`config.mk`:
```
export PLATFORM = sky130hd
export DESIGN_NAME = fp32_add_hs
export DESIGN_NICKNAME = d
export VERILOG_FILES = /design/src/rtl/fp32_add_hs.sv
export SDC_FILE = /design/constraint.sdc
export NUM_CORES = 1
export LEC_CHECK = 0
export ABC_CLOCK_PERIOD_IN_PS = 19030
export CAP_MARGIN = 20
export CORE_MARGIN = 2
export CORE_UTILIZATION = 40
export CTS_CLUSTER_SIZE = 20
export DETAILED_ROUTE_END_ITERATION = 6
export HOLD_SLACK_MARGIN = 0.03
export PLACE_DENSITY = 0.65
export SYNTH_ARGS = -nofsm -noshare
export SYNTH_HDL_FRONTEND = slang
export SYNTH_SLANG_ARGS = --single-unit
export TNS_END_PERCENT = 5
```
`constraint.sdc`:
```
create_clock -name clk -period 19.03 [get_ports clk]
set_input_delay 3.806 -clock clk [delete_from_list [all_inputs] [get_ports clk]]
set_output_delay 3.806 -clock clk [all_outputs]
set_load 0.01 [all_outputs]
```
`src/rtl/fp32_add_hs.sv`:
```
// Multi-cycle binary32 adder with load/ready/ack handshake: IDLE, UNPACK, ALIGN, ADD, NORM, ROUND, DONE.
// Optional macro FADD_RNE_EN selects round-to-nearest-even; otherwise results are truncated toward zero.
module fp32_add_hs (
   input  logic        clk,
   input  logic        reset,
   input  logic        load,
   input  logic [31:0] Number1,
   input  logic [31:0] Number2,
   input  logic        result_ack,
   output logic [31:0] Result,
   output logic        result_ready
);

   localparam logic [31:0] QNAN = 32'h7FC00000;

   typedef enum logic [2:0] {IDLE, UNPACK, ALIGN, ADD, NORM, ROUND, DONE} state_t;
   state_t state_reg, state_next;

   logic [1:0][31:0] op_reg;
   logic [1:0]       sign_u_reg;
   logic [1:0][7:0]  exp_u_reg;
   logic [1:0][23:0] sig_u_reg;
   logic             special_reg;
   logic [31:0]      special_val_reg;
   logic [26:0]      big_reg, small_reg;
   logic [9:0]       exp_reg;
   logic             sign_reg, sub_reg, zero_sign_reg;
   logic [27:0]      sum_reg;
   logic [26:0]      mant_reg;

   always_ff @(posedge clk or posedge reset) begin
      if (reset) state_reg <= IDLE;
      else       state_reg <= state_next;
   end

   always_comb begin
      state_next = state_reg;
      case (state_reg)
         IDLE:    if (load) state_next = UNPACK;
         UNPACK:  state_next = ALIGN;
         ALIGN:   state_next = ADD;
         ADD:     state_next = NORM;
         NORM:    state_next = ROUND;
         ROUND:   state_next = DONE;
         DONE:    if (result_ack) state_next = IDLE;
         default: state_next = IDLE;
      endcase
   end

   // Per-operand field split; subnormals get hidden bit 0 and effective exponent 1.
   logic [1:0]       un_sign, un_inf, un_nan;
   logic [1:0][7:0]  un_exp;
   logic [1:0][23:0] un_sig;

   generate
      for (genvar gi = 0; gi < 2; gi++) begin : g_unpack
         logic [7:0]  field;
         logic [22:0] frac;
         assign field       = op_reg[gi][30:23];
         assign frac        = op_reg[gi][22:0];
         assign un_sign[gi] = op_reg[gi][31];
         assign un_exp[gi]  = (field == 8'd0) ? 8'd1 : field;
         assign un_sig[gi]  = {field != 8'd0, frac};
         assign un_inf[gi]  = (field == 8'hFF) && (frac == 23'd0);
         assign un_nan[gi]  = (field == 8'hFF) && (frac != 23'd0);
      end
   endgenerate

   logic        special_next;
   logic [31:0] special_val_next;

   always_comb begin
      special_next     = 1'b1;
      special_val_next = QNAN;
      if ((|un_nan) || ((&un_inf) && (un_sign[0] != un_sign[1])))
         special_val_next = QNAN;
      else if (un_inf[0])
         special_val_next = op_reg[0];
      else if (un_inf[1])
         special_val_next = op_reg[1];
      else
         special_next = 1'b0;
   end

   // Alignment: larger magnitude becomes the big operand; smaller is shifted with sticky collection.
   logic        a_bigger;
   logic [7:0]  big_exp, small_exp, exp_diff;
   logic [23:0] big_sig, small_sig;
   logic        big_sign;
   logic [26:0] small_ext, small_aligned, shift_mask;

   always_comb begin
      a_bigger  = {exp_u_reg[0], sig_u_reg[0]} >= {exp_u_reg[1], sig_u_reg[1]};
      big_exp   = a_bigger ? exp_u_reg[0] : exp_u_reg[1];
      small_exp = a_bigger ? exp_u_reg[1] : exp_u_reg[0];
      big_sig   = a_bigger ? sig_u_reg[0] : sig_u_reg[1];
      small_sig = a_bigger ? sig_u_reg[1] : sig_u_reg[0];
      big_sign  = a_bigger ? sign_u_reg[0] : sign_u_reg[1];
      exp_diff  = big_exp - small_exp;
      small_ext = {small_sig, 3'b000};
      shift_mask = 27'd0;
      if (exp_diff >= 8'd27) begin
         small_aligned = {26'd0, |small_sig};
      end else begin
         shift_mask    = (27'd1 << exp_diff) - 27'd1;
         small_aligned = (small_ext >> exp_diff) | {26'd0, |(small_ext & shift_mask)};
      end
   end

   // Leading-zero count over the 27-bit sum, then a shift bounded so the exponent stays at least 1.
   logic [4:0]  lz, shamt;
   logic [9:0]  limit;
   logic [26:0] norm_mant;
   logic [9:0]  norm_exp;

   always_comb begin
      lz = 5'd27;
      for (int i = 0; i < 27; i++) begin
         if (sum_reg[i]) lz = 5'(26 - i);
      end
      limit     = exp_reg - 10'd1;
      shamt     = ({5'd0, lz} > limit) ? limit[4:0] : lz;
      norm_mant = sum_reg[26:0];
      norm_exp  = exp_reg;
      if (sum_reg[27]) begin
         norm_mant = {sum_reg[27:2], sum_reg[1] | sum_reg[0]};
         norm_exp  = exp_reg + 10'd1;
      end else begin
         norm_mant = sum_reg[26:0] << shamt;
         norm_exp  = exp_reg - {5'd0, shamt};
      end
   end

   logic [23:0] round_sig;
   logic [9:0]  round_exp;
   logic [31:0] packed_result;

`ifdef FADD_RNE_EN
   logic        round_up;
   logic [24:0] round_sum;
   always_comb begin
      round_up  = mant_reg[2] & (mant_reg[1] | mant_reg[0] | mant_reg[3]);
      round_sum = {1'b0, mant_reg[26:3]} + {24'd0, round_up};
      if (round_sum[24]) begin
         round_sig = round_sum[24:1];
         round_exp = exp_reg + 10'd1;
      end else begin
         round_sig = round_sum[23:0];
         round_exp = exp_reg;
      end
   end
`else
   always_comb begin
      round_sig = mant_reg[26:3];
      round_exp = exp_reg;
   end
`endif

   // A zero mantissa after normalisation means the significands cancelled exactly (or both were zero).
   always_comb begin
      if (special_reg)
         packed_result = special_val_reg;
      else if (mant_reg == 27'd0)
         packed_result = {zero_sign_reg, 31'd0};
      else if (round_exp >= 10'd255)
         packed_result = {sign_reg, 8'hFF, 23'd0};
      else
         packed_result = {sign_reg, round_sig[23] ? round_exp[7:0] : 8'h00, round_sig[22:0]};
   end

   always_ff @(posedge clk or posedge reset) begin
      if (reset) begin
         op_reg          <= '0;
         sign_u_reg      <= '0;
         exp_u_reg       <= '0;
         sig_u_reg       <= '0;
         special_reg     <= 1'b0;
         special_val_reg <= 32'd0;
         big_reg         <= 27'd0;
         small_reg       <= 27'd0;
         exp_reg         <= 10'd0;
         sign_reg        <= 1'b0;
         sub_reg         <= 1'b0;
         zero_sign_reg   <= 1'b0;
         sum_reg         <= 28'd0;
         mant_reg        <= 27'd0;
      end else begin
         case (state_reg)
            IDLE: if (load) begin
               op_reg[0] <= Number1;
               op_reg[1] <= Number2;
            end
            UNPACK: begin
               sign_u_reg      <= un_sign;
               exp_u_reg       <= un_exp;
               sig_u_reg       <= un_sig;
               special_reg     <= special_next;
               special_val_reg <= special_val_next;
            end
            ALIGN: begin
               big_reg       <= {big_sig, 3'b000};
               small_reg     <= small_aligned;
               exp_reg       <= {2'b00, big_exp};
               sign_reg      <= big_sign;
               sub_reg       <= sign_u_reg[0] ^ sign_u_reg[1];
               zero_sign_reg <= sign_u_reg[0] & sign_u_reg[1];
            end
            ADD: begin
               sum_reg <= sub_reg ? ({1'b0, big_reg} - {1'b0, small_reg})
                                  : ({1'b0, big_reg} + {1'b0, small_reg});
            end
            NORM: begin
               mant_reg <= norm_mant;
               exp_reg  <= norm_exp;
            end
            default: ;
         endcase
      end
   end

   always_ff @(posedge clk or posedge reset) begin
      if (reset) begin
         Result       <= 32'd0;
         result_ready <= 1'b0;
      end else if (state_reg == ROUND) begin
         Result       <= packed_result;
         result_ready <= 1'b1;
      end else if ((state_reg == DONE) && result_ack) begin
         result_ready <= 1'b0;
      end
   end

endmodule

```
==> results of run 1 <==
## layout make-up
type / instances / area, µm² / share of cell area (%)
Clock buffer: 49 / 978 / 4.25
Tap cell: 672 / 841 / 3.65
Sequential cell: 318 / 7960 / 34.6
Clock inverter: 13 / 135 / 0.587
Timing Repair Buffer: 130 / 1260 / 5.47
Inverter: 107 / 409 / 1.78
Multi-Input combinational cell: 1714 / 11400 / 49.7
## routing by layer
layer	global-route usage (%)	routed length (µm)	up-vias
li1	-	-	8283
met1	28.8	25400	8414
met2	37.3	28200	527
met3	2.93	2910	94
met4	7.73	2070	0
met5	0	0	-
## cells in the final DEF, fill, tap and decap left out, types with 18 or more instances in the layout
| cell type | synthesis | routed |
|---|---|---|
| a21oi_1 | 209 | 209 |
| mux2_2 | 109 | 109 |
| nand4_1 | 20 | 20 |
| ha_1 | 101 | 101 |
| nor4_1 | 23 | 23 |
| clkdlybuf4s50_1 | 0 | 100 |
| buf_4 | 6 | 28 |
| nor3_1 | 55 | 52 |
| a21o_1 | 18 | 18 |
| o21ai_0 | 214 | 213 |
| dfrtp_1 | 318 | 318 |
| nor2b_1 | 39 | 39 |
| clkbuf_16 | 0 | 35 |
| inv_1 | 102 | 101 |
| a31oi_1 | 23 | 23 |
| a22oi_1 | 32 | 32 |
| nand3_1 | 31 | 30 |
| nand2_1 | 235 | 234 |
| mux2i_1 | 113 | 112 |
| o22ai_1 | 24 | 24 |
| nor2_1 | 158 | 157 |
| nand2b_1 | 19 | 19 |
| xnor2_1 | 27 | 27 |
## cell usage after synthesis, types with 6 or more instances
cell,n,area [µm²]
dfrtp_1,318,7960
nand2_1,235,882
o21ai_0,214,1070
a21oi_1,209,1050
nor2_1,158,593
mux2i_1,113,1130
mux2_2,109,1230
clkbuf_1,106,398
inv_1,102,383
ha_1,101,1260
nor3_1,55,275
nor2b_1,39,244
a22oi_1,32,240
nand3_1,31,155
xnor2_1,27,236
o22ai_1,24,150
a31oi_1,23,144
nor4_1,23,144
nand4_1,20,125
nand2b_1,19,119
a21o_1,18,135
and3_1,16,100
o211ai_1,15,113
o31ai_1,14,105
or3_1,13,81.3
xor2_1,13,114
a211oi_1,12,90.1
a22o_1,12,105
buf_2,11,55.1
or2_2,11,68.8
a221oi_1,10,87.6
and2_1,10,62.6
buf_1,10,37.5
o21a_1,10,75.1
o21bai_1,10,75.1
buf_4,6,45.0
nand3b_1,6,45.0
o22a_1,6,52.6
o311ai_0,6,52.6
or4_1,6,45.0
## critical path, delay by kind of cell (launching register included)
| kind | cells | cell delay [ps] |
|---|---|---|
| xor+xnor | 1 | 150 |
| fa+ha+maj | 3 | 950 |
| compound gates | 20 | 3440 |
| simple gates | 7 | 950 |
| flops | 1 | 470 |
| buf+inv | 4 | 860 |
## logic make-up (layout without fill, tap and decap cells)
family,Yosys count,count (layout),synth area share [%]
flops,318,318,39.2
compound gates,682,682,20.5
buf+inv,243,299,4.78
xor+xnor,40,40,1.73
simple gates,664,664,15.5
mux,225,225,11.9
fa+ha+maj,103,103,6.42
## final timing paths
| kind | from | endpoint | slack [ps] |
|---|---|---|---|
| max | sum_reg[3] | exp_reg[9] | 12090 |
| min reg2reg | special_val_reg[24] | special_val_reg[24] | 470 |
| min | special_val_reg[24] | special_val_reg[24] | 470 |
| max reg2reg | sum_reg[3] | exp_reg[9] | 12090 |
| min in group asynchronous | reset | g_unpack[0].field[4] | 3770 |
| max in group asynchronous | reset | mant_reg[22] | 12940 |
## through the flow
| step | std cells | instance area (µm²) | utilization [%] | hold WS, ps | worst slack, ps |
|---|---|---|---|---|---|
| 2_1_floorplan | 2275 | 20300 | - | 440 | 6420 |
| 3_3_place_gp | 2939 | 21900 | 43.6 | 452 | 12080 |
| 3_5_place_dp | 2939 | 21900 | 43.6 | 455 | 12110 |
| 4_1_cts | 3001 | 23000 | 45.8 | 470 | 12090 |
| 5_1_grt | 3003 | 23000 | 45.9 | 482 | 11460 |
| 6_report | 3003 | 23000 | 45.9 | 469 | 12090 |
==> run summary, run 1 <==
status = completed
largest net degree at the start of global routing = 114
CTS tree = built
RSZ-0062 raised after global routing = false
Final Hold Fails = 0
Ys Warns = 0
FF+latch count, synth = 318
syn_nets = 2446
Routed WL = 58.6 mm
period utilization = 36.5%
unique cell type count in the Yosys netlist = 85
root buffer cell = clkbuf_16
first-pass GRT wire length = 93.8 mm
Num CTS Buffers = 35
# fillers = 4821
gr ovfl total = 0
vias per cell = 5.77
Hold Crit Class = reg -> reg
async set-reset flop share out of synthesis = 100%
Post-Syn Area = 20300 µm²
Area Overhead vs Synth = 13.3%
DR WL/cell = 19.5 µm
port bufs = 100
Slew Viols, Final = 0
Post-CTS Resized = 0
effective utilization at floorplan = 40.5%
Worst-Margin Slew = 1020 ps
ANT cells = 0
Iter 0 DRT Violations = 1434
prevailing post-synth register cell = dfrtp_1
clock sink count = 318
Gate Count Post-Synth = 2275
dpl hpwl = 43.9 mm
vias in the first global route = 16700
kind of critical path = reg -> reg
Worst Path Required = 19430 ps
core area = 50200 µm²
CP Launch Type = flop
Post-CTS Setup Inserts = 0
clock buffer depth = 3
DRC = 0
worst hold stages = 1
Worst setup EP type = flop
FP Rows = 82
Max-Cap Viols = 0
reg2reg path depth = 35
crit path max fanout = 22
Critical Path Max Stage Delay = 470 ps
# hold bufs at CTS = 0
sequential cell area fraction in the yosys report = 39.2%
Clock Skews = 15.5 ps
setup TNS = 0 ps
nets@finish = 2477
initial antenna violation count = 0
die height = 229 µm
Slowest-stage cell, CP = dfrtp_1
Vias = 17300
drt first pass iters = 5
Clock H-tree levels = 2
share of post-route cells with drive strength above 1 = 10.1%
Max Fclk = 0.144 GHz
CP arrival = 7340 ps
I/O pin cnt = 101
Avg Cell Area, Syn = 8.93 µm²
antenna-violating nets left = 0
Final GP Congestion = 0.944
max reg flops = 48
GRT Overall Usage = 22.0%
worst skew pair latency = 530 ps
EDFF count, synth = 0
Worst-path clk slew = 60 ps
final setup fails = 0
min Tclk post-route = 6940 ps
Die Wd = 229 µm
Slew Limit Headroom = 30.9%
die area = 52600 µm²
Power of run 1 is left out: the tool's default activity adds up to more than one toggle a clock period on the data nets, which glitch-free logic cannot reach.
==> run 2, diff against run 1 <==
Settings changed: ABC_CLOCK_PERIOD_IN_PS 19030 to 6200, PLACE_DENSITY 0.65 to 0.67.
Clock period 19.03 ns to 6.2 ns, I/O delays scaled along.
==> run summary, run 2 (same netlist as run 1, synthesis figures left out) <==
DRC = 2 (was 0)
Post-Place Cells = 2972 (was 2939)
CP arrival = 6190 ps (was 7340 ps)
Worst setup EP type = flop (unchanged)
Final GP Congestion = 0.929 (was 0.944)
GRT Overall Usage = 22.6% (was 22.0%)
largest net degree at the start of global routing = 137 (was 114)
Area Overhead vs Synth = 15.1% (was 13.3%)
clock buffer depth = 3 (unchanged)
Slew Viols, Final = 0 (unchanged)
kind of critical path = reg -> reg (unchanged)
effective utilization at floorplan = 40.5% (unchanged)
CP Launch Type = flop (unchanged)
Hold Crit Class = reg -> reg (unchanged)
clock sink count = 318 (unchanged)
antenna-violating nets left = 0 (unchanged)
core area = 50200 µm² (unchanged)
die area = 52600 µm² (unchanged)
first-pass GRT wire length = 95.7 mm (was 93.8 mm)
min Tclk post-route = 5760 ps (was 6940 ps)
Die Wd = 229 µm (unchanged)
max reg flops = 48 (unchanged)
worst skew pair latency = 550 ps (was 530 ps)
Worst-path clk slew = 60 ps (about the same)
nets@finish = 2511 (was 2477)
Iter 0 DRT Violations = 1446 (was 1434)
Clock Skews = 14.4 ps (was 15.5 ps)
Worst Path Required = 6630 ps (was 19430 ps)
gr ovfl total = 0 (unchanged)
period utilization = 92.9% (was 36.5%)
commonest non-fill, non-tap cell in the layout = dfrtp_1 (unchanged)
Max Fclk = 0.174 GHz (was 0.144 GHz)
RSZ-0062 raised after global routing = false (unchanged)
Num CTS Buffers = 35 (unchanged)
die height = 229 µm (unchanged)
Vias = 17300 (about the same)
Max-Cap Viols = 0 (unchanged)
Worst-Margin Slew = 1160 ps (was 1020 ps)
Final Hold Fails = 0 (unchanged)
CTS tree = built (unchanged)
# hold bufs at CTS = 0 (unchanged)
I/O pin cnt = 101 (unchanged)
crit path max fanout = 6 (was 22)
DR WL/cell = 19.6 µm (was 19.5 µm)
vias per cell = 5.71 (was 5.77)
Final Core Density = 46.6% (was 45.9%)
dpl hpwl = 45.1 mm (was 43.9 mm)
most frequent cells in the layout = dfrtp_1 (318), nand2_1 (234), o21ai_0 (210) (was dfrtp_1 (318), nand2_1 (234), o21ai_0 (213))
Slowest-stage cell, CP = a2111oi_4 (was dfrtp_1)
Routed WL = 59.6 mm (was 58.6 mm)
share of post-route cells with drive strength above 1 = 12.0% (was 10.1%)
root buffer cell = clkbuf_16 (unchanged)
ANT cells = 0 (unchanged)
Critical Path Max Stage Delay = 460 ps (was 470 ps)
Clock H-tree levels = 2 (unchanged)
failing checks = design-rule violations
fin cells = 3038 (was 3003)
vias in the first global route = 17200 (was 16700)
drt first pass iters = 7 (was 5)
FP Rows = 82 (unchanged)
Slew Limit Headroom = 22.0% (was 30.9%)
status = complete, but fails checks (was completed)
port bufs = 100 (unchanged)
final setup fails = 0 (unchanged)
initial antenna violation count = 0 (unchanged)
## run 2: final timing paths
check | start | endpoint | slack (ps) | depth (start not counted)
setup / recovery | sum_reg[3] | exp_reg[9] | 440 | 31
hold reg to reg | special_val_reg[27] | special_val_reg[27] | 470 | 1
hold / removal | special_val_reg[27] | special_val_reg[27] | 470 | 1
min in group asynchronous | reset | special_val_reg[23] | 1160 | 3
setup reg to reg | sum_reg[3] | exp_reg[9] | 440 | 31
max in group asynchronous | reset | mant_reg[20] | 3790 | 4
## run 2: final cells by class
type	instances	area [µm²]
clock buffer	45	983
clock inverter	18	161
fill	4831	26800
inverter	107	405
multi-input combinational	1714	11500
sequential	318	7960
tap	672	841
timing repair buffer	164	1540
## run 2: critical path: cells and delay by family (launching register included)
kind | cells | cell delay, ps
multiplexers | 1 | 200
flip-flops | 1 | 380
adder cells (fa/ha/maj) | 4 | 1070
AND/OR/NAND/NOR | 7 | 730
XOR/XNOR | 1 | 150
buffers and inverters | 1 | 200
AO/OA/AOI/OAI | 17 | 2900
## run 2: metrics by stage
step | setup TNS (ps) | hold WS, ps | area (µm²) | setup WS [ps]
4_1_cts | 0 | 473 | 23300 | 143
6_report | 0 | 468 | 23400 | 443
2_1_floorplan | -326 | 440 | 20300 | -326
3_3_place_gp | 0 | 451 | 22100 | 199
5_1_grt | 0 | 487 | 23400 | 13.3
3_5_place_dp | 0 | 457 | 22100 | 166
## run 2: what timing repair did
action                     in CTS  in global routing
buffers inserted                0                  2
setup endpoints to repair       0                  2
gates resized for setup         0                 17
## run 2: per-layer routing
| metal | up-vias | GRT usage, % | share of wire (%) |
|---|---|---|---|
| met4 | 0 | 9.42 | 4.2 |
| met2 | 483 | 38.1 | 48 |
| li1 | 8340 | - | - |
| met3 | 127 | 2.68 | 4.6 |
| met1 | 8385 | 29.4 | 44 |
| met5 | - | 0 | 0 |
Power of run 2 is left out for the same reason.
==> run 3, diff against run 2 <==
Settings changed: ABC_CLOCK_PERIOD_IN_PS 6200 to 6150, PLACE_DENSITY 0.67 to 0.65.
Clock period 6.2 ns to 6.15 ns, I/O delays scaled along.
==> run summary, run 3 (same netlist as run 1, synthesis figures left out) <==
status = completed (was complete, but fails checks)
Hold Crit Class = reg -> reg (unchanged)
kind of critical path = reg -> reg (unchanged)
ANT cells = 0 (unchanged)
clock sink count = 318 (unchanged)
vias in the first global route = 17200 (about the same)
Die Wd = 229 µm (unchanged)
Hold Crit Start = special_val_reg[23] (was special_val_reg[27])
worst hold stages = 1 (unchanged)
most frequent cells in the layout = dfrtp_1 (316), nand2_1 (234), o21ai_0 (212) (was dfrtp_1 (318), nand2_1 (234), o21ai_0 (210))
crit path max fanout = 7 (was 6)
antenna-violating nets left = 0 (unchanged)
delay-heaviest family, CP = compound AO/OA/AOI/OAI gates (unchanged)
final setup fails = 0 (unchanged)
FP Rows = 82 (unchanged)
largest net degree at the start of global routing = 137 (unchanged)
die height = 229 µm (unchanged)
gr ovfl total = 0 (unchanged)
Slew Limit Headroom = 21.1% (was 22.0%)
Max Fclk = 0.175 GHz (was 0.174 GHz)
root buffer cell = clkbuf_16 (unchanged)
vias per cell = 5.76 (was 5.71)
Critical Path Max Stage Delay = 420 ps (was 460 ps)
drt first pass iters = 6 (was 7)
max reg flops = 48 (unchanged)
GRT Overall Usage = 22.8% (was 22.6%)
CP arrival = 6170 ps (was 6190 ps)
Final GP Congestion = 0.949 (was 0.929)
reg2reg path depth = 34 (was 31)
Critical path buffers and inverters = 3 (was 1)
Worst-Margin Slew = 1170 ps (was 1160 ps)
DP Area = 22100 µm² (about the same)
I/O pin cnt = 101 (unchanged)
clock buffer depth = 3 (unchanged)
first-pass GRT wire length = 96.6 mm (was 95.7 mm)
DRC = 0 (was 2)
worst skew pair latency = 570 ps (was 550 ps)
Area Overhead vs Synth = 15.5% (was 15.1%)
CTS tree = built (unchanged)
Worst Path Required = 6600 ps (was 6630 ps)
Vias = 17500 (was 17300)
commonest non-fill, non-tap cell in the layout = dfrtp_1 (unchanged)
Worst setup EP type = flop (unchanged)
effective utilization at floorplan = 40.5% (unchanged)
R2R Path End = exp_reg[9] (unchanged)
CP most frequent cell = a21oi_2
initial antenna violation count = 0 (unchanged)
die area = 52600 µm² (unchanged)
share of post-route cells with drive strength above 1 = 12.2% (was 12.0%)
hold endpoint = special_val_reg[23] (was special_val_reg[27])
Clock H-tree levels = 2 (unchanged)
Num CTS Buffers = 36 (was 35)
dpl hpwl = 45.7 mm (was 45.1 mm)
Slew Viols, Final = 0 (unchanged)
Iter 0 DRT Violations = 1391 (was 1446)
Max-Cap Viols = 0 (unchanged)
DR WL/cell = 19.9 µm (was 19.6 µm)
period utilization = 93.2% (was 92.9%)
core area = 50200 µm² (unchanged)
Clock Skews = 20.9 ps (was 14.4 ps)
final instance area = 23500 µm² (was 23400 µm²)
Routed WL = 60.6 mm (was 59.6 mm)
port bufs = 100 (unchanged)
area of the multi-input gates = 11500 µm² (about the same)
nets@finish = 2516 (was 2511)
# fillers = 4814 (was 4831)
RSZ-0062 raised after global routing = false (unchanged)
min Tclk post-route = 5730 ps (was 5760 ps)
Worst R2R Setup Slack = 420 ps (was 440 ps)
Final Hold Fails = 0 (unchanged)
worst r2r src = sum_reg[4] (was sum_reg[3])
Slowest-stage cell, CP = dfrtp_2 (was a2111oi_4)
Worst-path clk slew = 60 ps (about the same)
CP Launch Type = flop (unchanged)
FF/Latch Area = 7960 µm² (about the same)
[run 3: cell count changes in the layout (fill, tap and decap cells not counted), moves of 2 or more]
cell | before | now
buf_4 | 58 | 63
clkbuf_1 | 3 | 7
clkinv_2 | 10 | 7
inv_6 | 3 | 0
dfrtp_1 | 318 | 316
dfrtp_2 | 0 | 2
inv_16 | 0 | 2
o21ai_0 | 210 | 212
o21ai_1 | 8 | 6
[run 3: metal layers]
metal	track usage, %	vias up	routed length [µm]
met3	2.60	103	2990
met2	39.3	539	29700
met1	29.7	8541	26000
li1	-	8349	-
met4	8.20	0	1990
met5	0	-	0
[run 3: worst reg2reg max path: cells and delay by family (launching register included)]
kind / cells / cell delay (ps)
flops: 1 / 420
buf+inv: 3 / 310
xor+xnor: 1 / 150
fa+ha+maj: 3 / 810
simple gates: 8 / 940
compound gates: 19 / 2970
[run 3: repair_timing]
item,CTS,global route
gates resized for setup,0,18
setup buffers,0,7
setup endpoints to repair,0,2
hold buffers,0,0
[run 3: layout make-up]
| type | count | area share [%] |
|---|---|---|
| repair buffers | 168 | 6.67 |
| inverters | 107 | 1.73 |
| flip-flops and latches | 318 | 33.9 |
| well taps | 672 | 3.58 |
| clock buffers | 49 | 4.31 |
| clock inverters | 14 | 0.774 |
| multi-input cells | 1714 | 49.0 |
[run 3: worst max-delay path by stage]
| stage | start | endpoint | slack (ps) | depth (start not counted) |
|---|---|---|---|---|
| detailed placement | sum_reg[4] | exp_reg[9] | 200 | 32 |
| global placement | sum_reg[4] | exp_reg[9] | 220 | 34 |
| global route | sum_reg[4] | exp_reg[9] | 10 | 33 |
| floorplan | sum_reg[0] | exp_reg[9] | -380 | 37 |
| finish | sum_reg[4] | exp_reg[9] | 420 | 34 |
| CTS | sum_reg[4] | exp_reg[9] | 170 | 32 |
[run 3: metrics by stage]
stage	setup TNS [ps]	utilization, %	instances	setup WS (ps)	hold slack (ps)
floorplan	-399	-	2275	-376	440
global placement	0	44.1	2971	224	451
detailed placement	0	44.1	2971	204	454
CTS	0	46.5	3034	172	469
global route	0	46.7	3042	11.8	478
finish	0	46.7	3042	421	468
Power of run 3 is left out for the same reason.
